[config.mk]
export PLATFORM = sky130hd
export DESIGN_NAME = sipo_frame_rx_flat
export DESIGN_NICKNAME = d
export VERILOG_FILES = /design/src/rtl/sipo_frame_rx_if.sv /design/src/rtl/sipo_frame_rx.sv /design/src/flat_wrapper.sv
export SDC_FILE = /design/constraint.sdc
export NUM_CORES = 1
export LEC_CHECK = 0
export CELL_PAD_IN_SITES_DETAIL_PLACEMENT = 0
export CELL_PAD_IN_SITES_GLOBAL_PLACEMENT = 1
export CORE_ASPECT_RATIO = 1.5
export CORE_UTILIZATION = 42
export CTS_CLUSTER_SIZE = 20
export DETAILED_ROUTE_END_ITERATION = 16
export GPL_ROUTABILITY_DRIVEN = 0
export PLACE_DENSITY = 0.76
export SLEW_MARGIN = 20
export SYNTH_ARGS = -nofsm -noshare
export SYNTH_HDL_FRONTEND = slang
export SYNTH_SLANG_ARGS = --single-unit
[constraint.sdc]
create_clock -name clk -period 2.8 [get_ports clk]
set_input_delay 0.56 -clock clk [delete_from_list [all_inputs] [get_ports clk]]
set_output_delay 0.56 -clock clk [all_outputs]
set_load 0.02 [all_outputs]
[src/rtl/sipo_frame_rx_if.sv]
// rtl/sipo_frame_rx_if.sv - output word stream between the frame receiver and its consumer
//   data_out   word at the receiver FIFO head (valid only while out_valid=1)
//   out_valid  FIFO non-empty
//   out_ready  consumer accepts the head word when out_valid=1
//   master: receiver side; slave: consumer side
interface sipo_frame_rx_if #(
  parameter int WIDTH = 4
) ();
  logic [WIDTH-1:0] data_out;
  logic             out_valid;
  logic             out_ready;

  modport master (
    output data_out,
    output out_valid,
    input  out_ready
  );

  modport slave (
    input  data_out,
    input  out_valid,
    output out_ready
  );
endinterface

[src/rtl/sipo_frame_rx.sv]
// rtl/sipo_frame_rx.sv - LSB-first serial frame receiver with 2-entry output FIFO
//   clk         rising-edge clock
//   reset       synchronous, active-high
//   bit_en      bit strobe; serial_in sampled only when 1
//   serial_in   serial line, idles at 0
//   out         word stream (data_out/out_valid/out_ready), master side
//   busy        FSM outside IDLE
//   parity_err  one-cycle pulse: frame dropped for bad parity
//   frame_err   one-cycle pulse: frame dropped for bad stop bit
//   overrun     one-cycle pulse: good frame dropped, FIFO full
module sipo_frame_rx #(
  parameter int WIDTH  = 4,
  parameter int PARITY = 1
) (
  input  logic              clk,
  input  logic              reset,
  input  logic              bit_en,
  input  logic              serial_in,
  sipo_frame_rx_if.master   out,
  output logic              busy,
  output logic              parity_err,
  output logic              frame_err,
  output logic              overrun
);

  localparam int CW = (WIDTH > 1) ? $clog2(WIDTH) : 1;

  typedef enum logic [1:0] {IDLE, DATA, PAR, STOP} state_t;

  state_t           state, state_n;
  logic [CW-1:0]    cnt;
  logic [WIDTH-1:0] shreg;
  logic [WIDTH-1:0] sh_shift;
  logic             par_bit;

  logic             do_start, do_shift, do_par, do_eval;
  logic             stop_bad, par_bad, good;

  logic [WIDTH-1:0] mem [0:1];
  logic             wr_ptr, rd_ptr;
  logic [1:0]       count;
  logic             pop, push, drop;

  // Each new bit enters at the MSB, so the first data bit ends up in bit 0.
  always_comb begin
    sh_shift = '0;
    for (int i = 0; i < WIDTH - 1; i++) sh_shift[i] = shreg[i+1];
    sh_shift[WIDTH-1] = serial_in;
  end

  always_ff @(posedge clk) begin
    if (reset) state <= IDLE;
    else       state <= state_n;
  end

  always_comb begin
    state_n  = state;
    do_start = 1'b0;
    do_shift = 1'b0;
    do_par   = 1'b0;
    do_eval  = 1'b0;
    if (bit_en) begin
      case (state)
        IDLE: begin
          if (serial_in) begin
            do_start = 1'b1;
            state_n  = DATA;
          end
        end
        DATA: begin
          do_shift = 1'b1;
          if (cnt == CW'(WIDTH - 1)) state_n = (PARITY != 0) ? PAR : STOP;
        end
        PAR: begin
          do_par  = 1'b1;
          state_n = STOP;
        end
        STOP: begin
          // A 1 here is a bad stop bit, never a fresh start bit.
          do_eval = 1'b1;
          state_n = IDLE;
        end
        default: state_n = IDLE;
      endcase
    end
  end

  assign busy = (state != IDLE);

  always_ff @(posedge clk) begin
    if (reset) begin
      cnt     <= '0;
      shreg   <= '0;
      par_bit <= 1'b0;
    end else begin
      if (do_start) begin
        cnt   <= '0;
        shreg <= '0;
      end
      if (do_shift) begin
        shreg <= sh_shift;
        cnt   <= cnt + CW'(1);
      end
      if (do_par) par_bit <= serial_in;
    end
  end

  // Frame evaluation on the stop sample; even parity covers data plus parity bit.
  assign stop_bad = do_eval & serial_in;
  assign par_bad  = do_eval & (PARITY != 0) & ((^shreg) ^ par_bit);
  assign good     = do_eval & ~serial_in & ~par_bad;

  // A full FIFO still takes the word if the head leaves in the same cycle.
  assign pop  = (count != 2'd0) & out.out_ready;
  assign push = good & ((count != 2'd2) | pop);
  assign drop = good & (count == 2'd2) & ~pop;

  always_ff @(posedge clk) begin
    if (reset) begin
      mem[0] <= '0;
      mem[1] <= '0;
      wr_ptr <= 1'b0;
      rd_ptr <= 1'b0;
      count  <= 2'd0;
    end else begin
      if (push) begin
        mem[wr_ptr] <= shreg;
        wr_ptr      <= ~wr_ptr;
      end
      if (pop) rd_ptr <= ~rd_ptr;
      case ({push, pop})
        2'b10:   count <= count + 2'd1;
        2'b01:   count <= count - 2'd1;
        default: count <= count;
      endcase
    end
  end

  assign out.out_valid = (count != 2'd0);
  assign out.data_out  = out.out_valid ? mem[rd_ptr] : '0;

  always_ff @(posedge clk) begin
    if (reset) begin
      parity_err <= 1'b0;
      frame_err  <= 1'b0;
      overrun    <= 1'b0;
    end else begin
      parity_err <= par_bad;
      frame_err  <= stop_bad;
      overrun    <= drop;
    end
  end

endmodule

[src/flat_wrapper.sv]
// flat-port wrapper written by rule: the top's interface ports become plain ports
module sipo_frame_rx_flat 
#(
  parameter int WIDTH  = 4,
  parameter int PARITY = 1
)
  (clk, reset, bit_en, serial_in, busy, parity_err, frame_err, overrun, out_data_out, out_out_valid, out_out_ready);
  sipo_frame_rx_if #(.WIDTH(WIDTH)) out_i ();
  input  logic clk;
  input  logic reset;
  input  logic bit_en;
  input  logic serial_in;
  output logic busy;
  output logic parity_err;
  output logic frame_err;
  output logic overrun;
  output wire logic [$bits(out_i.data_out)-1:0] out_data_out;
  output wire logic [$bits(out_i.out_valid)-1:0] out_out_valid;
  input wire logic [$bits(out_i.out_ready)-1:0] out_out_ready;
  assign out_data_out = out_i.data_out;
  assign out_out_valid = out_i.out_valid;
  assign out_i.out_ready = out_out_ready;
  sipo_frame_rx #(.WIDTH(WIDTH), .PARITY(PARITY)) u_core (.clk(clk), .reset(reset), .bit_en(bit_en), .serial_in(serial_in), .out(out_i), .busy(busy), .parity_err(parity_err), .frame_err(frame_err), .overrun(overrun));
endmodule
==> results.txt, run 1 <==
The flow ran to the end, and the final reports show no timing, DRC or antenna violations. The relative slew slack came out at 0.601. Net count reported at finish: 142.

Setup violations remaining at the end of the flow were counted as 0. The logs give 2070 um for the post-detailed-routing wire length and 115 for the number of instances in the synthesized netlist. Across the VDD grid, the largest voltage drop is 278 uV. Mean cell area of the mapped netlist: 10.5 um2. The wire-length estimate of the detail-placed layout is 1650 um. During I/O placement, the number of pins put on the boundary was 14. After detailed routing, the number of remaining DRC violations is 0. The count of nets left with antenna violations once routing finished came out at 0.

The region available for standard cell placement spans 2710 um2. In this run the power density over the cells is 473 nW/um2. The tools report the number of warning messages in the yosys log as 0. The logs give 0 for the number of pins with negative max-slew slack in the final report and 1200 um2 for the total standard cell area after synthesis. The fraction of layout instances using a drive strength above 1 was 0.0543. The post-synthesis to final-layout area growth came out at 16.5%.

The first global-routing pass estimated 3570 um of wire. The level count of the clock H-tree was 1; the largest fanout on the critical path was 5. The class of the most critical setup path is reg2reg.

The largest stage delay on the critical path was 0.51 ns. The type of destination of the critical path is a flop. At the worst endpoint, the required time is 2.99 ns. For this design the static power due to leakage is 0.547 nW. At the pin with the least slew margin, the transition time is 0.593 ns. For this run, the top clock speed supported by timing is 0.437 GHz. After the first detailed-routing iteration, the DRC count stood at 11. After clock tree synthesis, the clock-pin slew on the worst setup and hold paths is 0.08 ns. The initial antenna violation count is 0. Number of sinks driven by the clock tree: 25. The number of placed instances, taps included, is 162.

The effective utilization at floorplan is 0.445. The total overflow left after global routing is 0. The clock reaches the later pin of the worst-skew pair after 0.26 ns. In the final timing run, aggregate negative setup slack is 0 ns.

The tools report the via count of the first global-routing pass as 825. The tools report the number of CTS-inserted buffers as 3. The cell sitting at the root of the clock tree is a sky130_fd_sc_hd__clkbuf_8. The number of hold-repair buffers added at the cts stage was 0. For the number of gates resized after cts, the log shows 0. The number of antenna diodes in the final layout is 0. The multi-input logic area came out at 571 um2. The finished layout holds 166 standard cells, fillers aside. Among all stages on the critical path, the largest delay is contributed by sky130_fd_sc_hd__xor3_2. For the worst setup path, the data arrival time is 2.48 ns. The final cycle utilization of the critical path was 0.817; the buffer count from post-CTS setup fixing was 0. For the count of endpoints failing hold in the final timing report, the log shows 0. For the largest net degree at the start of global routing, the log shows 19. Counting distinct cell types in the post-synthesis netlist gives 32. The total nets after synthesis came out at 127.

The die covers 3090 um2. Across the run, the number of max-cap violations was 0. After detailed routing, the average wire length per cell comes to 12.4 um. Final clock skew: 0.00574 ns. The first-pass iteration count of the detailed router came out at 4. In the final layout, flip-flops and latches occupy 581 um2.

The signal on the critical path passes through xor3_2 -> xnor3_2 -> nand2_1 -> ha_1 -> or3_1 -> a21oi_1. Setup repair after global routing left no endpoint under its margin. Type of the tightest min-delay check: reg2reg. The worst path in the final design needs a cycle of 2.29 ns, including I/O delays and setup. The global-route usage over all layers was 0.163; the fraction of the yosys area taken by sequential cells was 0.482. The die width came out at 45.7 um.

TritonCTS built the clock tree. The worst register-to-register path has a setup slack of 0.51 ns. Flip-flop and latch count after synthesis: 25. The worst setup path is launched from a flop. The number of vias per cell after detailed routing was 5.20; the maximum number of buffers from clock root to sink was 2.

For the total via count after detailed routing, the log shows 864. The floorplan has 23 rows. The layout has 274 filler cells. Floorplan die height: 67.6 um.

During placement, the flow inserted port buffers numbering 13.
[kinds of logic (layout without fill, tap and decap cells)]
| group | Yosys count | count (layout) | share of synthesized area |
|---|---|---|---|
| AND/OR/NAND/NOR | 44 | 44 | 0.185 |
| flip-flops | 25 | 25 | 0.482 |
| AO/OA/AOI/OAI | 16 | 16 | 0.0894 |
| buffers and inverters | 10 | 24 | 0.0437 |
| adder cells (fa/ha/maj) | 7 | 7 | 0.0728 |
| XOR/XNOR | 7 | 7 | 0.0769 |
| multiplexers | 6 | 6 | 0.0499 |
[layer usage]
metal,GRT usage,vias up,share of wire
met5,0,-,0
met4,0.0772,0,0.0092
met3,0.0241,2,0.021
met2,0.330,15,0.61
met1,0.147,419,0.36
li1,-,428,-
[placed cells by master, fill, tap and decap left out, drive strengths merged, types with 2 or more instances in the layout]
cell type and count:
xnor2 2, nor3 3, and3 5, nand3 2, nor2 17, clkbuf 4, and4 3, inv 6
edfxtp 8, a21oi 3, mux2i 6, and2 3, o21ai 3, o21bai 2, clkdlybuf4s50 13, nor2b 2
a22oi 4, xor2 3, ha 7, nand2 6, dfxtp 17
[Yosys cell counts, drive strengths merged]
library cell	count	area share
xnor3	1	0.020
and2	3	0.018
xor2	3	0.022
o221ai	1	0.0073
nor4	1	0.0052
dfxtp	17	0.28
buf	2	0.019
ha	7	0.073
and4	3	0.022
xor3	1	0.021
xnor2	2	0.015
a22o	1	0.0073
a22oi	4	0.025
a211oi	1	0.0062
nor2b	2	0.010
inv	6	0.019
nor3	3	0.012
a21oi	3	0.012
clkbuf	2	0.0062
nor2	17	0.053
o21bai	2	0.012
nand3	2	0.0083
and3	5	0.026
o21ai	3	0.012
or3	1	0.0052
nand2	6	0.019
mux2i	6	0.050
edfxtp	8	0.20
nor3b	1	0.0062
a21o	1	0.0062
[worst max-delay path: cells and delay by family (launching register included)]
family	cells	cell delay (ns)
xor gates and xnor gates	2	0.79
and+or+nand+nor	2	0.49
DFF	1	0.41
adders and majority gates	1	0.36
AOI/OAI and AO/OA	1	0.17
[through the flow]
step	worst slack [ns]	instance area [um2]	hold WS, ns	utilization	power [W]
after floorplan	0.764	1200	0.451	-	0.000443
after global placement	0.386	1360	0.473	0.502	0.000462
after detailed placement	0.269	1360	0.475	0.502	0.000465
after CTS	0.511	1400	0.492	0.519	0.000669
after global routing	0.361	1400	0.526	0.519	0.000696
final	0.512	1400	0.490	0.519	0.000663
[flip-flops by register name, indices dropped and copies added (netlist names), 2 cells and up, named ones only]
| register | cells |
|---|---|
| u_core.count | 2 |
| u_core.shreg | 4 |
| u_core.cnt | 2 |
| u_core.mem | 8 |
| u_core.state | 2 |
[final timing paths]
kind	startpoint	to	cells after the start
min	u_core.par_bit	u_core.par_bit	2
min reg2reg	u_core.par_bit	u_core.par_bit	2
max reg2reg	u_core.shreg[2]	u_core.count[1]	6
max	u_core.shreg[2]	u_core.count[1]	6
[power breakdown]
part           switching, W  total (W)  internal (W)
registers        0.00000593   0.000388      0.000382
logic             0.0000384  0.0000680     0.0000296
clock network      0.000106   0.000207      0.000101
total              0.000150   0.000663      0.000513
[final cells by class]
cell class	count	share of cell area
flip-flops and latches	25	0.414
multi-input cells	80	0.407
repair buffers	14	0.0981
well taps	37	0.0330
clock buffers	4	0.0321
inverters	6	0.0161
No activity file was read; power rests on OpenSTA's default activity.
==> run 2: changes to the inputs <==
- CORE_UTILIZATION: 42 -> 38
- PLACE_DENSITY: 0.76 -> 0.73
- clock period: 2.8 -> 2.1 ns (I/O delays scaled with it)
==> results.txt, run 2 (synthesis results as in run 1) <==
Type of the tightest min-delay check: reg2reg. The reported max-cap violation count came out at 0 (unchanged). The switching part of the total power was 0.232 (+0.00627); the largest net degree at the start of global routing was 19 (unchanged). The final sum of negative setup slack was 0 ns (unchanged); the count of input and output buffers was 13 (unchanged). The tools report the final count of negative-setup-slack endpoints as 0 (unchanged).

The internal power summed over all cells was 0.000689 W (+34%); the relative slew slack was 0.755 (+0.154). STA classifies the critical path endpoint as a flop. The count of fill cells added during filler insertion is 280 (+2.2%). The logs give 0 (unchanged) for the diode insertion count for antenna repair and 1500 um2 (+7.1%) for the cell area after layout. In this run the critical register-to-register path is launched from u_core.shreg[2]. The run finished with clean final reports. The register ranked first by flip-flop count is u_core.mem. Setup repair after global routing left no endpoint under its margin.

For the count of endpoints failing hold in the final timing report, the log shows 0 (unchanged). The power dissipated by switching net loads is 0.000209 W (+39%). The count of cells along the worst register-to-register path is 6 (unchanged), and the largest fanout on the critical path is 2 (-3). The termination of the worst setup path is u_core.count[1]. The final period demand of the worst path works out to 1.97 ns (-0.323 ns). The count of placed standard cells including taps came out at 176 (+8.6%). The tools report the source-to-sink clock delay at the later pin of the worst-skew pair as 0.27 ns (about the same). In the layout the commonest cells are 16 x sky130_fd_sc_hd__nor2_1, 16 x sky130_fd_sc_hd__dfxtp_1, 13 x sky130_fd_sc_hd__buf_4. The setup slack after layout was 0.135 ns (-0.377 ns). TritonCTS built the clock tree. The tools report the level count of the clock H-tree as 1 (unchanged).

The total via count after detailed routing came out at 888 (+2.8%). The setup slack at placement is -0.0985 ns (-0.367 ns), and the total global routing overflow is 0 (unchanged). The portion of total power attributed to the clock network is 0.313 (about the same), and the number of standard cells in the final layout excluding fillers is 180 (+8.4%). The run gives 0 (unchanged) as the initial antenna violation count. The tools report the leakage dissipation as 0.623 nW (+14%).

The number of vias per cell after detailed routing was 4.93 (-5.2%). The floorplan core area was 2970 um2 (+9.9%). The via count of the first global-routing pass came out at 875 (+6.1%). The fraction of layout instances using a drive strength above 1 is 0.156 (+0.102), and the number of CTS-inserted buffers is 3 (unchanged). Class of the most critical setup path: reg2reg. The power density relative to cell area was 597 nW/um2 (+26%); the number of pins with negative max-slew slack in the final report was 0 (unchanged).

The largest registers in the layout are u_core.mem: 8 flops, u_core.shreg: 4 flops. The top-level I/O count came out at 14 (unchanged). The die area was 3400 um2 (+10%); the post-synthesis to final-layout area growth was 24.8%.

The minimum setup slack among reg-to-reg paths is 0.13 ns (-0.38 ns), and the transition at the pin with the smallest max-transition slack is 0.365 ns (-0.229 ns). Placed wire-length estimate after detailed placement: 1650 um (unchanged). The sequential power share is 0.576 (-0.009), and the initial detailed-routing violation count is 13 (+2). The relative contribution of combinational cells to total power is 0.111 (+0.008). The run gives 0 (unchanged) as the buffer count from post-CTS setup fixing. Kind of start point of the critical path: a flop. The critical path starts at u_core.shreg[2]. The tree is rooted in a sky130_fd_sc_hd__clkbuf_8. For the number of standard-cell rows in the floorplan, the log shows 24 (+4.3%). The first-pass iteration count of the detailed router was 4 (unchanged). The post-route total power was 0.000898 W (+35%); the maximum vdd drop was 329 uV (+19%). For the cell area after placement, the log shows 1450 um2 (+6.8%). The die width was 48.0 um (+4.9%). The wire length of the first global-routing pass is 3620 um (+1.3%).

The clock slew at the register clock pins of the worst setup and hold paths was 0.08 ns (about the same); the final clock skew was 0.00140 ns (-0.00434 ns). In this run the critical register-to-register path is captured at u_core.count[1]. The post-detailed-routing wire length is 2100 um (+1.6%), and the maximum number of buffers from clock root to sink is 2 (unchanged). The tools report the antenna violation net count after detailed routing as 0 (unchanged).

The number of sinks driven by the clock tree is 25 (unchanged), and the floorplan die height is 70.9 um (+5.0%). The final cycle utilization of the critical path is 0.936 (+0.119), and the effective utilization at floorplan is 0.405 (-0.0401). The required time of the critical path is 2.30 ns (-0.69 ns), and the flip-flop count of the largest register, all copies and words added is 8 (unchanged).

The highest clock frequency the design can meet was 0.509 GHz (+16%); the net count reported at finish was 154 (+8.5%). The global-route usage over all layers came out at 0.149 (-0.0147). The run gives 2.17 ns (-0.31 ns) as the data arrival time at the worst-slack endpoint. The hold path depth is 2 (unchanged). Number of remaining DRC errors: 0 (unchanged).

Average routed wire per standard cell: 11.7 um (-6.3%).
run 2: cell types whose count changed in the layout (fill, tap and decap cells not counted), sizes merged:
cell	change
dlymetal6s2s	+1
clkbuf	-1
buf	+12
clkinv	+1
clkdlybuf4s50	-1
run 2: worst max-delay path, cell delays in order, from the launching register on:
cell and delay (ns):
sky130_fd_sc_hd__dfxtp_1 0.33, sky130_fd_sc_hd__xor3_2 0.44, sky130_fd_sc_hd__xnor3_2 0.25, sky130_fd_sc_hd__nand2_1 0.08, sky130_fd_sc_hd__ha_1 0.31, sky130_fd_sc_hd__or3_1 0.35
sky130_fd_sc_hd__a21oi_1 0.14
run 2: stage by stage:
step	utilization	hold WS [ns]
global placement	0.488	0.468
floorplan	-	0.451
detailed placement	0.488	0.479
CTS	0.503	0.491
finish	0.505	0.484
global route	0.505	0.515
run 2: layout make-up:
cell class | instances | area [um2] | area share
sequential | 25 | 582 | 0.387
multi-input combinational | 80 | 573 | 0.381
clock buffer | 3 | 41.3 | 0.0275
timing repair buffer | 26 | 230 | 0.153
inverter | 6 | 22.5 | 0.0150
clock inverter | 1 | 5.00 | 0.00333
tap | 39 | 48.8 | 0.0325
run 2: metal layers:
layer  GRT usage  wire [um]  part of all wire
met1       0.151        797              0.38
met2       0.269       1210              0.57
met3      0.0153         40             0.019
met4      0.0833         55             0.026
met5           0          0                 0
run 2: power by group through the flow:
| stage | logic, W | registers, W | clock network (W) |
|---|---|---|---|
| 6_report | 0.0000997 | 0.000517 | 0.000281 |
| 5_1_grt | 0.000112 | 0.000520 | 0.000312 |
| 4_1_cts | 0.000102 | 0.000517 | 0.000291 |
| 3_5_place_dp | 0.000102 | 0.000529 | 0 |
| 3_3_place_gp | 0.0000990 | 0.000528 | 0 |
| 2_1_floorplan | 0.0000647 | 0.000526 | 0 |
run 2: timing repair:
item | in CTS | in global routing
setup endpoints to repair | 0 | 6
resized for setup | 0 | 3
hold buffers | 0 | 0
hold endpoints to repair | 0 | 0
run 2: how the worst min path moves through the flow:
stage | from | endpoint | slack (ns)
global route | u_core.par_bit | u_core.par_bit | 0.52
global placement | u_core.par_bit | u_core.par_bit | 0.47
detailed placement | u_core.par_bit | u_core.par_bit | 0.48
floorplan | u_core.par_bit | u_core.par_bit | 0.45
CTS | u_core.par_bit | u_core.par_bit | 0.49
finish | u_core.par_bit | u_core.par_bit | 0.48
==> run 3: changes to the inputs <==
- ABC_CLOCK_PERIOD_IN_PS: unset -> 2100
- CORE_UTILIZATION: 38 -> 36
- PLACE_DENSITY: 0.73 -> 0.7
==> results.txt, run 3 (synthesis results as in run 1) <==
The required time of the critical path is 2.30 ns (about the same). The worst hold path belongs to the class reg2reg. The relative contribution of combinational cells to total power was 0.112 (about the same).

The transition at the pin with the smallest max-transition slack came out at 0.411 ns (+0.0463 ns). The worst register-to-register path ends at u_core.count[1]. The logs give 3580 um2 (+5.4%) for the die area and 0.000210 W (+0.78%) for the power dissipated by switching net loads.

Level count of the clock H-tree: 1 (unchanged). Final period demand of the worst path: 1.99 ns (+0.0236 ns). The maximum number of buffers from clock root to sink is 2 (unchanged). The tools report the global-route usage over all layers as 0.133 (-0.0160). The maximum vdd drop is 428 uV (+30%).

The initial detailed-routing violation count is 23 (+10). The post-synthesis to final-layout area growth is 25.1%, and the switching part of the total power is 0.233 (+0.000977). The run gives 1630 um (-1.5%) as the placed wire-length estimate after detailed placement. The leading cell type in the layout, fill and taps excluded was sky130_fd_sc_hd__dfxtp_1. The fraction of layout instances using a drive strength above 1 is 0.149 (-0.00709). The count of input and output buffers works out to 13 (unchanged). The setup path with the least slack is of type reg2reg. The tools report the leakage dissipation as 0.619 nW (-0.69%). The number of pins with negative max-slew slack in the final report was 0 (unchanged). The clock slew at the register clock pins of the worst setup and hold paths works out to 0.09 ns (about the same). Number of remaining DRC errors: 0 (unchanged). The run gives 1450 um2 (about the same) as the cell area after placement. TritonCTS built the clock tree. The number of hold-repair buffers added at the cts stage came out at 0 (unchanged). The tools report the first element of the critical path as u_core.shreg[2]. The logs give 581 um2 (-0.22%) for the area used by sequential logic in the layout and 177 (+0.57%) for the count of placed standard cells including taps. The power density relative to cell area works out to 599 nW/um2 (+0.20%). The final cycle utilization of the critical path was 0.947 (+0.0112); the number of CTS-inserted buffers was 3 (unchanged).

The tools report the final count of negative-setup-slack endpoints as 0 (unchanged). The worst setup path is captured at a flop. The run gives 0.000691 W (+0.23%) as the internal power summed over all cells. Following the worst setup path forward leads to its endpoint at u_core.count[1]. The logs give 0 (unchanged) for the total global routing overflow and 0.11 ns (-0.02 ns) for the minimum setup slack among reg-to-reg paths.

The relative slew slack is 0.726 (-0.0286), and the sequential power share is 0.574 (-0.002). The number of standard-cell rows in the floorplan was 25 (+4.2%); the via count of the first global-routing pass was 855 (-2.3%). The kind of start point of the critical path is a flop.

The number of standard cells in the final layout excluding fillers is 181 (+0.56%), and the flip-flop count of the largest register, all copies and words added is 8 (unchanged). The logs give 0 (unchanged) for the reported max-cap violation count and 3560 um (-1.5%) for the wire length of the first global-routing pass. Setup slack after layout: 0.111 ns (-0.0236 ns). Number of sinks driven by the clock tree: 25 (unchanged). The multi-input logic area came out at 573 um2 (unchanged).

The post-detailed-routing wire length is 2070 um (-1.3%). In the layout the commonest cells are 17 x sky130_fd_sc_hd__dfxtp_1, 16 x sky130_fd_sc_hd__nor2_1, 13 x sky130_fd_sc_hd__buf_4. The run gives 1510 um2 (+0.17%) as the cell area after layout. Setup repair after global routing left no endpoint under its margin. The portion of total power attributed to the clock network is 0.314 (about the same). The count of endpoints failing hold in the final timing report was 0 (unchanged); the die width was 49.2 um (+2.6%). The tree is rooted in a sky130_fd_sc_hd__clkbuf_8. The average routed wire per standard cell is 11.4 um (-1.9%), and the initial antenna violation count is 0 (unchanged).

The diode insertion count for antenna repair came out at 0 (unchanged). The antenna violation net count after detailed routing came out at 0 (unchanged). The worst register-to-register path begins at u_core.shreg[2]. The floorplan die height works out to 72.8 um (+2.7%). The largest net degree at the start of global routing was 19 (unchanged). The logs give 4 (unchanged) for the first-pass iteration count of the detailed router and 0.503 GHz (-1.2%) for the highest clock frequency the design can meet. The final clock skew is 0.00584 ns (+0.00444 ns), and the minimum hold slack is 0.479 ns (-0.00544 ns).

Data arrival time at the worst-slack endpoint: 2.19 ns (+0.02 ns). For the floorplan core area, the log shows 3160 um2 (+6.3%). The run gives 0.381 (-0.0239) as the effective utilization at floorplan. The flow ran to the end, and the final reports show no timing, DRC or antenna violations.

The count of fill cells added during filler insertion was 302 (+7.9%); the count of cells along the worst register-to-register path was 6 (unchanged). The largest fanout on the critical path works out to 2 (unchanged). The top-level I/O count was 14 (unchanged). The largest registers in the layout are u_core.mem: 8 flops, u_core.shreg: 4 flops. The number of vias per cell after detailed routing was 4.78 (-3.0%); the source-to-sink clock delay at the later pin of the worst-skew pair was 0.27 ns (about the same). The tools report the net count reported at finish as 154 (unchanged). The tools report the total via count after detailed routing as 866 (-2.5%).

Ranked by flip-flop count, first place goes to u_core.mem. The setup slack at placement was -0.00824 ns (+0.0903 ns).
## run 3: cell types whose count changed in the layout (fill, tap and decap cells not counted), sizes merged
cell | before | now
clkinv | 1 | 0
clkinvlp | 0 | 1
## run 3: worst min-delay path by stage
| stage | from | to | slack (ns) | cells after the start |
|---|---|---|---|---|
| 3_5_place_dp | u_core.par_bit | u_core.par_bit | 0.47 | 2 |
| 3_3_place_gp | u_core.par_bit | u_core.par_bit | 0.47 | 2 |
| 4_1_cts | u_core.par_bit | u_core.par_bit | 0.48 | 2 |
| 6_report | u_core.par_bit | u_core.par_bit | 0.48 | 2 |
| 2_1_floorplan | u_core.par_bit | u_core.par_bit | 0.45 | 2 |
| 5_1_grt | u_core.par_bit | u_core.par_bit | 0.49 | 2 |
## run 3: stage by stage
stage,power (W),util,TNS [ns]
after CTS,0.000918,0.475,0
after detailed placement,0.000631,0.459,-0.00824
final,0.000901,0.476,0
after global placement,0.000626,0.459,0
after floorplan,0.000591,-,0
after global routing,0.000941,0.476,0
## run 3: power by group through the flow
| stage | Sequential (W) | Combinational, W | Clock (W) |
|---|---|---|---|
| after floorplan | 0.000526 | 0.0000647 | 0 |
| after global placement | 0.000528 | 0.0000986 | 0 |
| after detailed placement | 0.000529 | 0.000102 | 0 |
| after CTS | 0.000517 | 0.000102 | 0.000298 |
| after global routing | 0.000519 | 0.000112 | 0.000310 |
| final | 0.000517 | 0.000101 | 0.000283 |
## run 3: repair_timing
action / in CTS / in global routing
gates resized for setup: 0 / 2
buffers inserted: 0 / 0
endpoints found under the setup margin: 0 / 5
## run 3: final cells by class
| cell class | instances | area share |
|---|---|---|
| flip-flops and latches | 25 | 0.386 |
| repair buffers | 26 | 0.153 |
| clock buffers | 3 | 0.0274 |
| multi-input cells | 80 | 0.381 |
| inverters | 6 | 0.0150 |
| well taps | 40 | 0.0333 |
| clock inverters | 1 | 0.00499 |
## run 3: per-layer routing
| layer | wire (um) | GRT usage | vias up |
|---|---|---|---|
| li1 | - | - | 453 |
| met1 | 831 | 0.130 | 399 |
| met2 | 1150 | 0.253 | 10 |
| met3 | 42 | 0.0188 | 4 |
| met4 | 46 | 0.0882 | 0 |
| met5 | 0 | 0 | - |
## run 3: critical path, cell delays in order (launching register included)
cell and delay (ns):
sky130_fd_sc_hd__dfxtp_1 0.34, sky130_fd_sc_hd__xor3_2 0.44, sky130_fd_sc_hd__xnor3_2 0.26, sky130_fd_sc_hd__nand2_1 0.08, sky130_fd_sc_hd__ha_1 0.32, sky130_fd_sc_hd__or3_1 0.35
sky130_fd_sc_hd__a21oi_1 0.14
